==> config.mk <==
export PLATFORM = sky130hd
export DESIGN_NAME = uart_receiver_fsm_flat
export DESIGN_NICKNAME = d
export VERILOG_FILES = /design/src/rtl/uart_pkg.sv /design/src/rtl/uart_receiver_fsm_if.sv /design/src/rtl/uart_rx_bit_timer.sv /design/src/rtl/uart_receiver_fsm.sv /design/src/flat_wrapper.sv
export SDC_FILE = /design/constraint.sdc
export NUM_CORES = 1
export LEC_CHECK = 0
export CORE_ASPECT_RATIO = 1.25
export CORE_MARGIN = 2
export CORE_UTILIZATION = 60
export CTS_CLUSTER_SIZE = 8
export DETAILED_ROUTE_END_ITERATION = 10
export DONT_BUFFER_PORTS = 1
export HOLD_SLACK_MARGIN = 0.15
export PLACE_DENSITY = 0.77
export REMOVE_ABC_BUFFERS = 1
export SLEW_MARGIN = 20
export SYNTH_ARGS = -nofsm -noshare
export SYNTH_HDL_FRONTEND = slang
export SYNTH_SLANG_ARGS = --single-unit
==> constraint.sdc <==
create_clock -name clk -period 5.8 [get_ports clk]
set_input_delay 0.58 -clock clk [delete_from_list [all_inputs] [get_ports clk]]
set_output_delay 0.58 -clock clk [all_outputs]
set_load 0.02 [all_outputs]
==> src/rtl/uart_pkg.sv <==
// Shared UART definitions: baud-select codes, bit-period constants (period - 1),
// receiver state type and small helpers used by the RX datapath.
package uart_pkg;

  typedef logic [8:0] count_t;
  typedef logic [2:0] bc_t;

  localparam bc_t BC_9600   = 3'b000;
  localparam bc_t BC_19200  = 3'b001;
  localparam bc_t BC_38400  = 3'b010;
  localparam bc_t BC_57600  = 3'b011;
  localparam bc_t BC_115200 = 3'b100;

  localparam count_t BAUD_9600   = 9'd434;
  localparam count_t BAUD_19200  = 9'd217;
  localparam count_t BAUD_38400  = 9'd109;
  localparam count_t BAUD_57600  = 9'd72;
  localparam count_t BAUD_115200 = 9'd36;

  typedef enum logic [2:0] {IDLE, START, DATA, PARITY, STOP} rx_state_t;

  // Unlisted codes fall back to the slowest rate.
  function automatic count_t baud_max(input bc_t bc);
    case (bc)
      BC_19200:  baud_max = BAUD_19200;
      BC_38400:  baud_max = BAUD_38400;
      BC_57600:  baud_max = BAUD_57600;
      BC_115200: baud_max = BAUD_115200;
      default:   baud_max = BAUD_9600;
    endcase
  endfunction

  function automatic logic maj3(input logic a, input logic b, input logic c);
    maj3 = (a & b) | (a & c) | (b & c);
  endfunction

endpackage

==> src/rtl/uart_receiver_fsm_if.sv <==
// Receiver-side bundle: serial line and configuration in, byte and status out.
// The slave modport is the receiver's view; master is the driving/consuming side.
interface uart_receiver_fsm_if;
  logic       Rxi;
  logic [2:0] BC;
  logic       PbitEna;
  logic [7:0] data_out;
  logic       data_valid;
  logic       parity_err;
  logic       frame_err;
  logic       busy;

  modport slave (
    input  Rxi, BC, PbitEna,
    output data_out, data_valid, parity_err, frame_err, busy
  );

  modport master (
    output Rxi, BC, PbitEna,
    input  data_out, data_valid, parity_err, frame_err, busy
  );
endinterface

==> src/rtl/uart_rx_bit_timer.sv <==
// Bit-period timer for the UART receiver: latches the baud divisor when a frame
// starts and flags the half-bit and full-bit points of the running count.
module uart_rx_bit_timer
  import uart_pkg::*;
(
  input  logic clk,
  input  logic rst,
  input  bc_t  bc,
  input  logic load,
  input  logic restart,
  input  logic run,
  output logic half_hit,
  output logic full_hit
);

  count_t cnt_q, cnt_d;
  count_t max_q, max_d;

  always_comb begin
    cnt_d = cnt_q;
    max_d = max_q;
    if (load) begin
      max_d = baud_max(bc);
      cnt_d = '0;
    end else if (restart) begin
      cnt_d = '0;
    end else if (run && (cnt_q != max_q)) begin
      cnt_d = cnt_q + 9'd1;
    end
  end

  always_ff @(posedge clk) begin
    if (rst) begin
      cnt_q <= '0;
      max_q <= '0;
    end else begin
      cnt_q <= cnt_d;
      max_q <= max_d;
    end
  end

  assign half_hit = (cnt_q == (max_q >> 1));
  assign full_hit = (cnt_q == max_q);

endmodule

==> src/rtl/uart_receiver_fsm.sv <==
// UART receiver: 2-flop synchroniser, frame FSM and shifter over uart_rx_bit_timer.
// Define UART_RX_MAJORITY_EN for 2-of-3 majority sampling around each sample point.
module uart_receiver_fsm
  import uart_pkg::*;
(
  input  logic                clk,
  input  logic                rst,
  uart_receiver_fsm_if.slave  rx_if
);

  logic      rx_meta_q, rx_meta_d;
  logic      rx_sync_q, rx_sync_d;
  logic      rx_prev_q, rx_prev_d;
  rx_state_t state_q, state_d;
  logic [2:0] idx_q, idx_d;
  logic [7:0] shift_q, shift_d;
  logic      perr_acc_q, perr_acc_d;
  logic      ferr_acc_q, ferr_acc_d;
  logic [7:0] data_out_q, data_out_d;
  logic      data_valid_q, data_valid_d;
  logic      parity_err_q, parity_err_d;
  logic      frame_err_q, frame_err_d;
  logic      busy_q, busy_d;

  logic fall, sample;
  logic tmr_load, tmr_restart, tmr_run;
  logic half_hit, full_hit;

  uart_rx_bit_timer u_timer (
    .clk      (clk),
    .rst      (rst),
    .bc       (rx_if.BC),
    .load     (tmr_load),
    .restart  (tmr_restart),
    .run      (tmr_run),
    .half_hit (half_hit),
    .full_hit (full_hit)
  );

  assign fall    = rx_prev_q & ~rx_sync_q;
  assign tmr_run = (state_q != IDLE);

  // rx_meta_q already holds the next synchronised value, so the majority window
  // around the nominal point is available without delaying the decision.
`ifdef UART_RX_MAJORITY_EN
  assign sample = maj3(rx_prev_q, rx_sync_q, rx_meta_q);
`else
  assign sample = rx_sync_q;
`endif

  always_comb begin
    rx_meta_d    = rx_if.Rxi;
    rx_sync_d    = rx_meta_q;
    rx_prev_d    = rx_sync_q;
    state_d      = state_q;
    idx_d        = idx_q;
    shift_d      = shift_q;
    perr_acc_d   = perr_acc_q;
    ferr_acc_d   = ferr_acc_q;
    data_out_d   = data_out_q;
    data_valid_d = 1'b0;
    parity_err_d = parity_err_q;
    frame_err_d  = frame_err_q;
    busy_d       = busy_q;
    tmr_load     = 1'b0;
    tmr_restart  = 1'b0;

    case (state_q)
      IDLE: begin
        if (fall) begin
          state_d    = START;
          tmr_load   = 1'b1;
          busy_d     = 1'b1;
          perr_acc_d = 1'b0;
          ferr_acc_d = 1'b0;
        end
      end
      START: begin
        if (half_hit) begin
          tmr_restart = 1'b1;
          idx_d       = 3'd0;
          if (!sample) begin
            state_d = DATA;
          end else begin
            state_d = IDLE;
            busy_d  = 1'b0;
          end
        end
      end
      DATA: begin
        if (full_hit) begin
          tmr_restart    = 1'b1;
          shift_d[idx_q] = sample;
          idx_d          = idx_q + 3'd1;
          if (idx_q == 3'd7) state_d = PARITY;
        end
      end
      PARITY: begin
        if (full_hit) begin
          tmr_restart = 1'b1;
          state_d     = STOP;
          if (rx_if.PbitEna) perr_acc_d = sample ^ (^shift_q);
          else if (!sample)  ferr_acc_d = 1'b1;
        end
      end
      STOP: begin
        // Leave at mid stop bit so a start bit right after one stop bit is caught.
        if (full_hit) begin
          tmr_restart  = 1'b1;
          state_d      = IDLE;
          busy_d       = 1'b0;
          data_valid_d = 1'b1;
          data_out_d   = shift_q;
          parity_err_d = perr_acc_q;
          frame_err_d  = ferr_acc_q | ~sample;
        end
      end
      default: state_d = IDLE;
    endcase
  end

  always_ff @(posedge clk) begin
    if (rst) begin
      rx_meta_q    <= 1'b1;
      rx_sync_q    <= 1'b1;
      rx_prev_q    <= 1'b1;
      state_q      <= IDLE;
      idx_q        <= '0;
      shift_q      <= '0;
      perr_acc_q   <= 1'b0;
      ferr_acc_q   <= 1'b0;
      data_out_q   <= '0;
      data_valid_q <= 1'b0;
      parity_err_q <= 1'b0;
      frame_err_q  <= 1'b0;
      busy_q       <= 1'b0;
    end else begin
      rx_meta_q    <= rx_meta_d;
      rx_sync_q    <= rx_sync_d;
      rx_prev_q    <= rx_prev_d;
      state_q      <= state_d;
      idx_q        <= idx_d;
      shift_q      <= shift_d;
      perr_acc_q   <= perr_acc_d;
      ferr_acc_q   <= ferr_acc_d;
      data_out_q   <= data_out_d;
      data_valid_q <= data_valid_d;
      parity_err_q <= parity_err_d;
      frame_err_q  <= frame_err_d;
      busy_q       <= busy_d;
    end
  end

  assign rx_if.data_out   = data_out_q;
  assign rx_if.data_valid = data_valid_q;
  assign rx_if.parity_err = parity_err_q;
  assign rx_if.frame_err  = frame_err_q;
  assign rx_if.busy       = busy_q;

endmodule

==> src/flat_wrapper.sv <==
// flat-port wrapper written by rule: the top's interface ports become plain ports
module uart_receiver_fsm_flat import uart_pkg::*;
  (clk, rst, rx_if_Rxi, rx_if_BC, rx_if_PbitEna, rx_if_data_out, rx_if_data_valid, rx_if_parity_err, rx_if_frame_err, rx_if_busy);
  uart_receiver_fsm_if rx_if_i ();
  input  logic clk;
  input  logic rst;
  input wire logic [$bits(rx_if_i.Rxi)-1:0] rx_if_Rxi;
  input wire logic [$bits(rx_if_i.BC)-1:0] rx_if_BC;
  input wire logic [$bits(rx_if_i.PbitEna)-1:0] rx_if_PbitEna;
  output wire logic [$bits(rx_if_i.data_out)-1:0] rx_if_data_out;
  output wire logic [$bits(rx_if_i.data_valid)-1:0] rx_if_data_valid;
  output wire logic [$bits(rx_if_i.parity_err)-1:0] rx_if_parity_err;
  output wire logic [$bits(rx_if_i.frame_err)-1:0] rx_if_frame_err;
  output wire logic [$bits(rx_if_i.busy)-1:0] rx_if_busy;
  assign rx_if_i.Rxi = rx_if_Rxi;
  assign rx_if_i.BC = rx_if_BC;
  assign rx_if_i.PbitEna = rx_if_PbitEna;
  assign rx_if_data_out = rx_if_i.data_out;
  assign rx_if_data_valid = rx_if_i.data_valid;
  assign rx_if_parity_err = rx_if_i.parity_err;
  assign rx_if_frame_err = rx_if_i.frame_err;
  assign rx_if_busy = rx_if_i.busy;
  uart_receiver_fsm u_core (.clk(clk), .rst(rst), .rx_if(rx_if_i));
endmodule
==> run metrics, run 1 <==
Critical Path Sink Type flop; Post-Syn Area per Cell 8.28 µm²; largest family of logic cells by synthesized area simple AND/OR/NAND/NOR gates; vias per inst 6.15; Total Wirelength 4.68 mm; RePlAce Congestion 0.858; area of the die 4410 µm²; Yosys reg bits 46; floorplan core area 3750 µm²; # DRC 0; Leak Pwr 0.909 nW; # port buffers 0; Core Rows 25; ant diodes 0; worst r2r dst u_core.shift_q[2]; HP Class in -> reg; setup bufs post-CTS 0; Clk pin slew, worst setup/hold paths 0.08 ns; All-Layer GR Usage 0.233; arrival time at the worst endpoint 2.37 ns; VDD IR max 0.185 mV; post-synthesis mux area share 0.0434; Power Density 233 nW/µm²; Adder-Cell Fraction of Synth Area 0.0161; Fmax achieved 468 MHz; Slew headroom 0.574; CP startpoint kind flop; sequential element share of the synthesized area 0.394; Tcrit/Tclk final 0.369; vias in the first global route 1793; share of cells above drive strength 1 0.0630; largest cells by area after synthesis dfxtp_1 39%, a21oi_1 5.6%, nor2_1 5.3%; die height 73.8 µm; Total Power 556 µW; worst-margin pin slew 0.637 ns; start point of the worst hold path rst; first-pass GRT wire length 7.78 mm; EDFF count, synth 0; H-tree depth 2; Final #Nets 280; Simple-Gate Fraction of Synth Area 0.276; Synth async-reset ratio 0; WS Path Type reg -> reg; root buffer cell clkbuf_8; Syn Inst Count 282; min Tclk post-route 2.14 ns; starting density of the core 0.622; vias 1908; number of DRC markers in iteration 0 86; status finished clean; max-slew violation count 0; maximum fanout along the worst path 13; CTS buffer count 5; Die Span X 59.8 µm; I/O pin count 19; worst reg2reg startpoint u_core.u_timer.cnt_q[6]; setup violators final 0; clk sinks 46; clk_lat worst skew 0.29 ns; hold-critical path endpoint u_core.rx_if.data_out[3]; Final Hold Vio Count 0; CTS tree done; clk buf depth 2; cts hold-fix bufs 0; Unique masters post-synth 46; post-synthesis compound-gate area fraction 0.139; hold path depth 1; Filler cells 362; Primary FF master, synth dfxtp_1; synthesized cell area 2340 µm²; layout overhead on the synthesized area 2.04%; largest net degree at the start of global routing 41; Synth Area in XOR/XNOR 0.0846; fraction of synthesized cell area taken by the top area cell type 0.394; R2R cell count 6; Antenna Nets Post-Route 0; setup_tns 0 ns; cts repair resizes 0; Reg2Reg Setup Slack 3.66 ns; Layout Skew 0.00419 ns; leading area contributor after synthesis dfxtp_1; YS warnings 0; per-cell routed wire length 15.1 µm; GRT Residual Overflow 0; TritonRoute pass-1 iters 4; initial antenna violation count 0; CP required 6.03 ns; Max-Cap Viols 0; hpwl dp 3.27 mm; RSZ-0062 raised after global routing false
==> worst max-delay path, cell delays in order, from the launching register on <==
cell	delay, ns
dfxtp_1	0.36
or3_1	0.38
a222oi_1	0.33
buf_4	0.25
and3_1	0.42
nand4_1	0.16
a21oi_1	0.17
==> layer usage <==
layer  vias up  GRT usage  share of wire
met5         -          0              0
met4         0      0.114          0.020
met3        10     0.0528          0.025
met2        23      0.418           0.53
met1       909      0.250           0.43
li1        966          -              -
==> cell usage in the layout, fill, tap and decap left out, types with 3 or more instances in the layout <==
cell type and instances:
nor3_1 9, a211oi_1 3, ha_1 3, nor2b_1 3
inv_1 3, o21ai_0 5, o21ai_1 6, and3_1 5
mux2i_1 9, nand2b_1 6, xnor2_1 13, nor3b_1 3
xor2_1 7, dfxtp_1 46, a21oi_1 26, nand2_1 18
nor2_1 33, or2_2 4, clkbuf_8 5, nand4_1 7
or3_1 9, nand3_1 17
==> synth_stat cells (2+ instances only) <==
cell,count
dfxtp_1,46
nor2_1,33
a21oi_1,26
nand2_1,18
nand3_1,17
clkbuf_1,14
xnor2_1,13
mux2i_1,9
nor3_1,9
or3_1,9
nand4_1,7
xor2_1,7
nand2b_1,6
o21ai_1,6
and3_1,5
o21ai_0,5
or2_2,4
a211oi_1,3
buf_2,3
ha_1,3
inv_1,3
nor2b_1,3
nor3b_1,3
a311oi_1,2
a31oi_1,2
and2_1,2
buf_4,2
nand3_2,2
nand4b_1,2
or4_1,2
==> per-stage QoR <==
step	hold slack (ns)	worst slack, ns	cell area [µm²]	std cells	util
after floorplan	0.389	3.17	2240	261	-
after global placement	0.392	3.73	2300	303	0.614
after detailed placement	0.394	3.69	2300	303	0.614
after CTS	0.333	3.66	2380	310	0.635
after global routing	0.325	3.46	2380	310	0.635
final	0.347	3.66	2380	310	0.635
==> flip-flops by register name, summed over array words and instances, names as in the netlist <==
register	flops
u_core.u_timer.cnt_q	9
u_core.rx_if.data_out	8
u_core.shift_q	8
u_core.u_timer.max_q	6
u_core.idx_q	3
u_core.state_q	3
u_core.ferr_acc_q	1
u_core.perr_acc_q	1
u_core.rx_if.busy	1
u_core.rx_if.data_valid	1
u_core.rx_if.frame_err	1
u_core.rx_if.parity_err	1
u_core.rx_meta_q	1
u_core.rx_prev_d	1
u_core.rx_prev_q	1
==> layout make-up <==
class | instances | area [µm²] | share of cell area
clock buffers | 6 | 72.6 | 0.0304
clock inverters | 1 | 7.51 | 0.00315
inverters | 3 | 11.3 | 0.00472
multi-input cells | 212 | 1310 | 0.548
flip-flops and latches | 46 | 921 | 0.386
well taps | 40 | 50.0 | 0.0210
repair buffers | 2 | 15.0 | 0.00630
==> power breakdown <==
group,switching [mW],leakage [nW],total [mW],internal (mW)
clock network,0.102,0.0373,0.185,0.0827
logic,0.0272,0.500,0.0447,0.0175
registers,0.00703,0.372,0.327,0.319
==> worst max path at each step <==
| stage | depth (start not counted) | endpoint | slack, ns | startpoint |
|---|---|---|---|---|
| floorplan | 5 | u_core.rx_if.frame_err | 3.17 | u_core.u_timer.cnt_q[6] |
| global placement | 6 | u_core.rx_if.frame_err | 3.73 | u_core.u_timer.cnt_q[6] |
| detailed placement | 6 | u_core.shift_q[2] | 3.69 | u_core.u_timer.cnt_q[6] |
| CTS | 6 | u_core.shift_q[2] | 3.66 | u_core.u_timer.cnt_q[6] |
| global route | 6 | u_core.shift_q[2] | 3.46 | u_core.u_timer.cnt_q[6] |
| finish | 6 | u_core.shift_q[2] | 3.66 | u_core.u_timer.cnt_q[6] |
==> cells by family after synthesis <==
kind of cell	after synthesis
and+or+nand+nor	125
AOI/OAI and AO/OA	53
buffers and inverters	24
xor gates and xnor gates	21
adders and majority gates	3
DFF	46
muxes	10
Note: power is estimated with default switching activity, not from simulation.
==> run 2: changes to the inputs <==
clock period = 2 ns   (was 5.8 ns; I/O delays follow)
==> run metrics, run 2 (synthesis results as in run 1) <==
worst reg2reg startpoint u_core.u_timer.cnt_q[6]; die height 73.8 µm (unchanged); H-tree depth 2 (unchanged); Total Wirelength 5.29 mm (+13%); CP max-delay cell or4_1; per-cell routed wire length 15.6 µm (+3.7%); vias in the first global route 1946 (+8.5%); TritonRoute pass-1 iters 4 (unchanged); sequential share of power 0.520 (-0.067); WS Path Type reg -> reg; Combinational Power Share 0.106 (+0.026); # port buffers 0 (unchanged); HP Class in -> reg; starting density of the core 0.622 (unchanged); CP startpoint kind flop; max-slew violation count 0 (unchanged); I/O pin count 19 (unchanged); Slew headroom 0.601 (+0.0263); met1 usage 0.282 (+0.0324); crit-path cells or3_1, a222oi_1, buf_4, nand2_2, or4_1, o21ai_1; clk sinks 46 (unchanged); Clk pin slew, worst setup/hold paths 0.08 ns (about the same); arrival time at the worst endpoint 2.22 ns (-0.15 ns); hold path depth 3 (+2); ant diodes 0 (unchanged); busiest grt layer met2; layout overhead on the synthesized area 14.4%; start point of the worst hold path rx_if_BC[2]; Clock power frac 0.374 (+0.042); RePlAce Congestion 0.914 (+6.5%); CTS tree done; Tcrit/Tclk final 0.993 (+0.624); status finished clean; Die Span X 59.8 µm (unchanged); worst-margin pin slew 0.598 ns (-0.0394 ns); vias per inst 6.16 (+0.13%); most common cell after layout, fill and taps aside dfxtp_1; max reg flops 9 (unchanged); Final Hold Vio Count 0 (unchanged); final core utilization 0.712 (+0.0770); VDD IR max 0.532 mV (+190%); Core Rows 25 (unchanged); min Tclk post-route 1.99 ns (-0.153 ns); Leak Pwr 1.07 nW (+18%); Antenna Nets Post-Route 0 (unchanged); most frequent cells in the layout 46 x dfxtp_1, 33 x nor2_1, 26 x a21oi_1; CP peak stage delay 0.52 ns (+0.10 ns); M3 GR Usage 0.0493 (-0.00352); R2R cell count 6 (unchanged); worst hold slack 0.159 ns (-0.187 ns); All-Layer GR Usage 0.258 (+0.0249); initial antenna violation count 0 (unchanged); first-pass GRT wire length 8.60 mm (+11%); cell family with the largest share of critical-path delay simple AND/OR/NAND/NOR gates; largest net degree at the start of global routing 39 (-4.9%); GRT Residual Overflow 0 (unchanged); worst path bufs/invs 1 (unchanged); vias 2083 (+9.2%); root buffer cell clkbuf_8; floorplan core area 3750 µm² (unchanged); hold-critical path endpoint u_core.u_timer.max_q[7]; Final #Nets 307 (+9.6%); M2 GR Usage 0.465 (+0.0471); Critical Path Sink Type flop; maximum fanout along the worst path 7 (-6); clk buf depth 2 (unchanged); Filler cells 312 (-14%); Largest Register u_core.u_timer.cnt_q; sw power 426 µW (+210%); Int Power 1.38 mW (+230%); area of the die 4410 µm² (unchanged); Fmax achieved 504 MHz (+7.7%); CP required 2.24 ns (-3.79 ns); worst r2r dst u_core.perr_acc_q; # DRC 0 (unchanged); share of cells above drive strength 1 0.141 (+0.0780); clk_lat worst skew 0.30 ns (about the same); hpwl dp 3.54 mm (+8.2%); CTS buffer count 5 (unchanged); Max-Cap Viols 0 (unchanged); RSZ-0062 raised after global routing true; switching part of the total power 0.236 (-0.00913); Layout Skew 0.00486 ns (+0.000670 ns); Reg2Reg Setup Slack 0.01 ns (-3.65 ns); setup violators final 0 (unchanged); number of DRC markers in iteration 0 83 (-3.5%); Power Density 676 nW/µm² (+190%)
-- run 2: cell count changes in the layout (fill, tap and decap cells not counted), sizes merged --
| cell | before | now |
|---|---|---|
| clkbuf | 6 | 7 |
| buf | 2 | 24 |
| dlygate4sd3 | 0 | 5 |
| clkinvlp | 1 | 0 |
| bufinv | 0 | 1 |
-- run 2: layout make-up --
type,instances,area [µm²],share of cell area
multi-input combinational,212,1330,0.496
inverter,3,11.3,0.00421
clock inverter,1,30.0,0.0112
tap,40,50.0,0.0187
timing repair buffer,29,259,0.0969
clock buffer,7,76.3,0.0286
sequential,46,921,0.345
-- run 2: repair_timing --
action,CTS,global route
hold buffers,6,0
hold endpoints to repair,37,0
pin swaps,1,1
endpoints found under the setup margin,4,15
buffers inserted,2,0
gates resized for setup,1,4
-- run 2: how the worst max path moves through the flow --
stage,from,end,slack (ns),cells past startpoint
final,u_core.u_timer.cnt_q[6],u_core.perr_acc_q,0.01,6
after global routing,u_core.u_timer.cnt_q[6],u_core.perr_acc_q,-0.08,6
after CTS,u_core.u_timer.cnt_q[6],u_core.ferr_acc_q,0.02,6
after detailed placement,u_core.u_timer.cnt_q[6],u_core.ferr_acc_q,-0.05,6
after global placement,u_core.u_timer.cnt_q[6],u_core.ferr_acc_q,0.006,6
after floorplan,u_core.u_timer.cnt_q[6],u_core.rx_if.frame_err,-0.63,5
-- run 2: metrics by stage --
| stage | worst slack [ns] | cell area, µm² | power (mW) | instances | setup TNS (ns) |
|---|---|---|---|---|---|
| after floorplan | -0.630 | 2240 | 1.06 | 261 | -17.07 |
| final | 0.0144 | 2670 | 1.81 | 338 | 0 |
| after CTS | 0.0200 | 2650 | 1.81 | 338 | 0 |
| after global placement | 0.00569 | 2460 | 1.11 | 322 | 0 |
| after global routing | -0.0830 | 2670 | 1.86 | 338 | -0.357 |
| after detailed placement | -0.0494 | 2460 | 1.11 | 322 | -0.0872 |
-- run 2: tightest hold or removal path, stage by stage --
cell and delay (ns):
o21ai_0 0.05, nand2_1 0.10, a21oi_1 0.07
-- run 2: per-layer routing --
metal  share of wire  vias to the layer above  routed length [µm]
li1                -                     1026                   -
met1            0.41                      996                2170
met2            0.52                       49                2770
met3           0.036                       12                 189
met4           0.030                        0                 157
met5               0                        -                   0
-- run 2: power groups by stage --
stage | logic, mW | clock network [mW] | registers (mW)
global placement | 0.146 | 0 | 0.961
detailed placement | 0.150 | 0 | 0.962
finish | 0.192 | 0.676 | 0.940
global route | 0.206 | 0.714 | 0.942
floorplan | 0.0969 | 0 | 0.963
CTS | 0.185 | 0.686 | 0.940
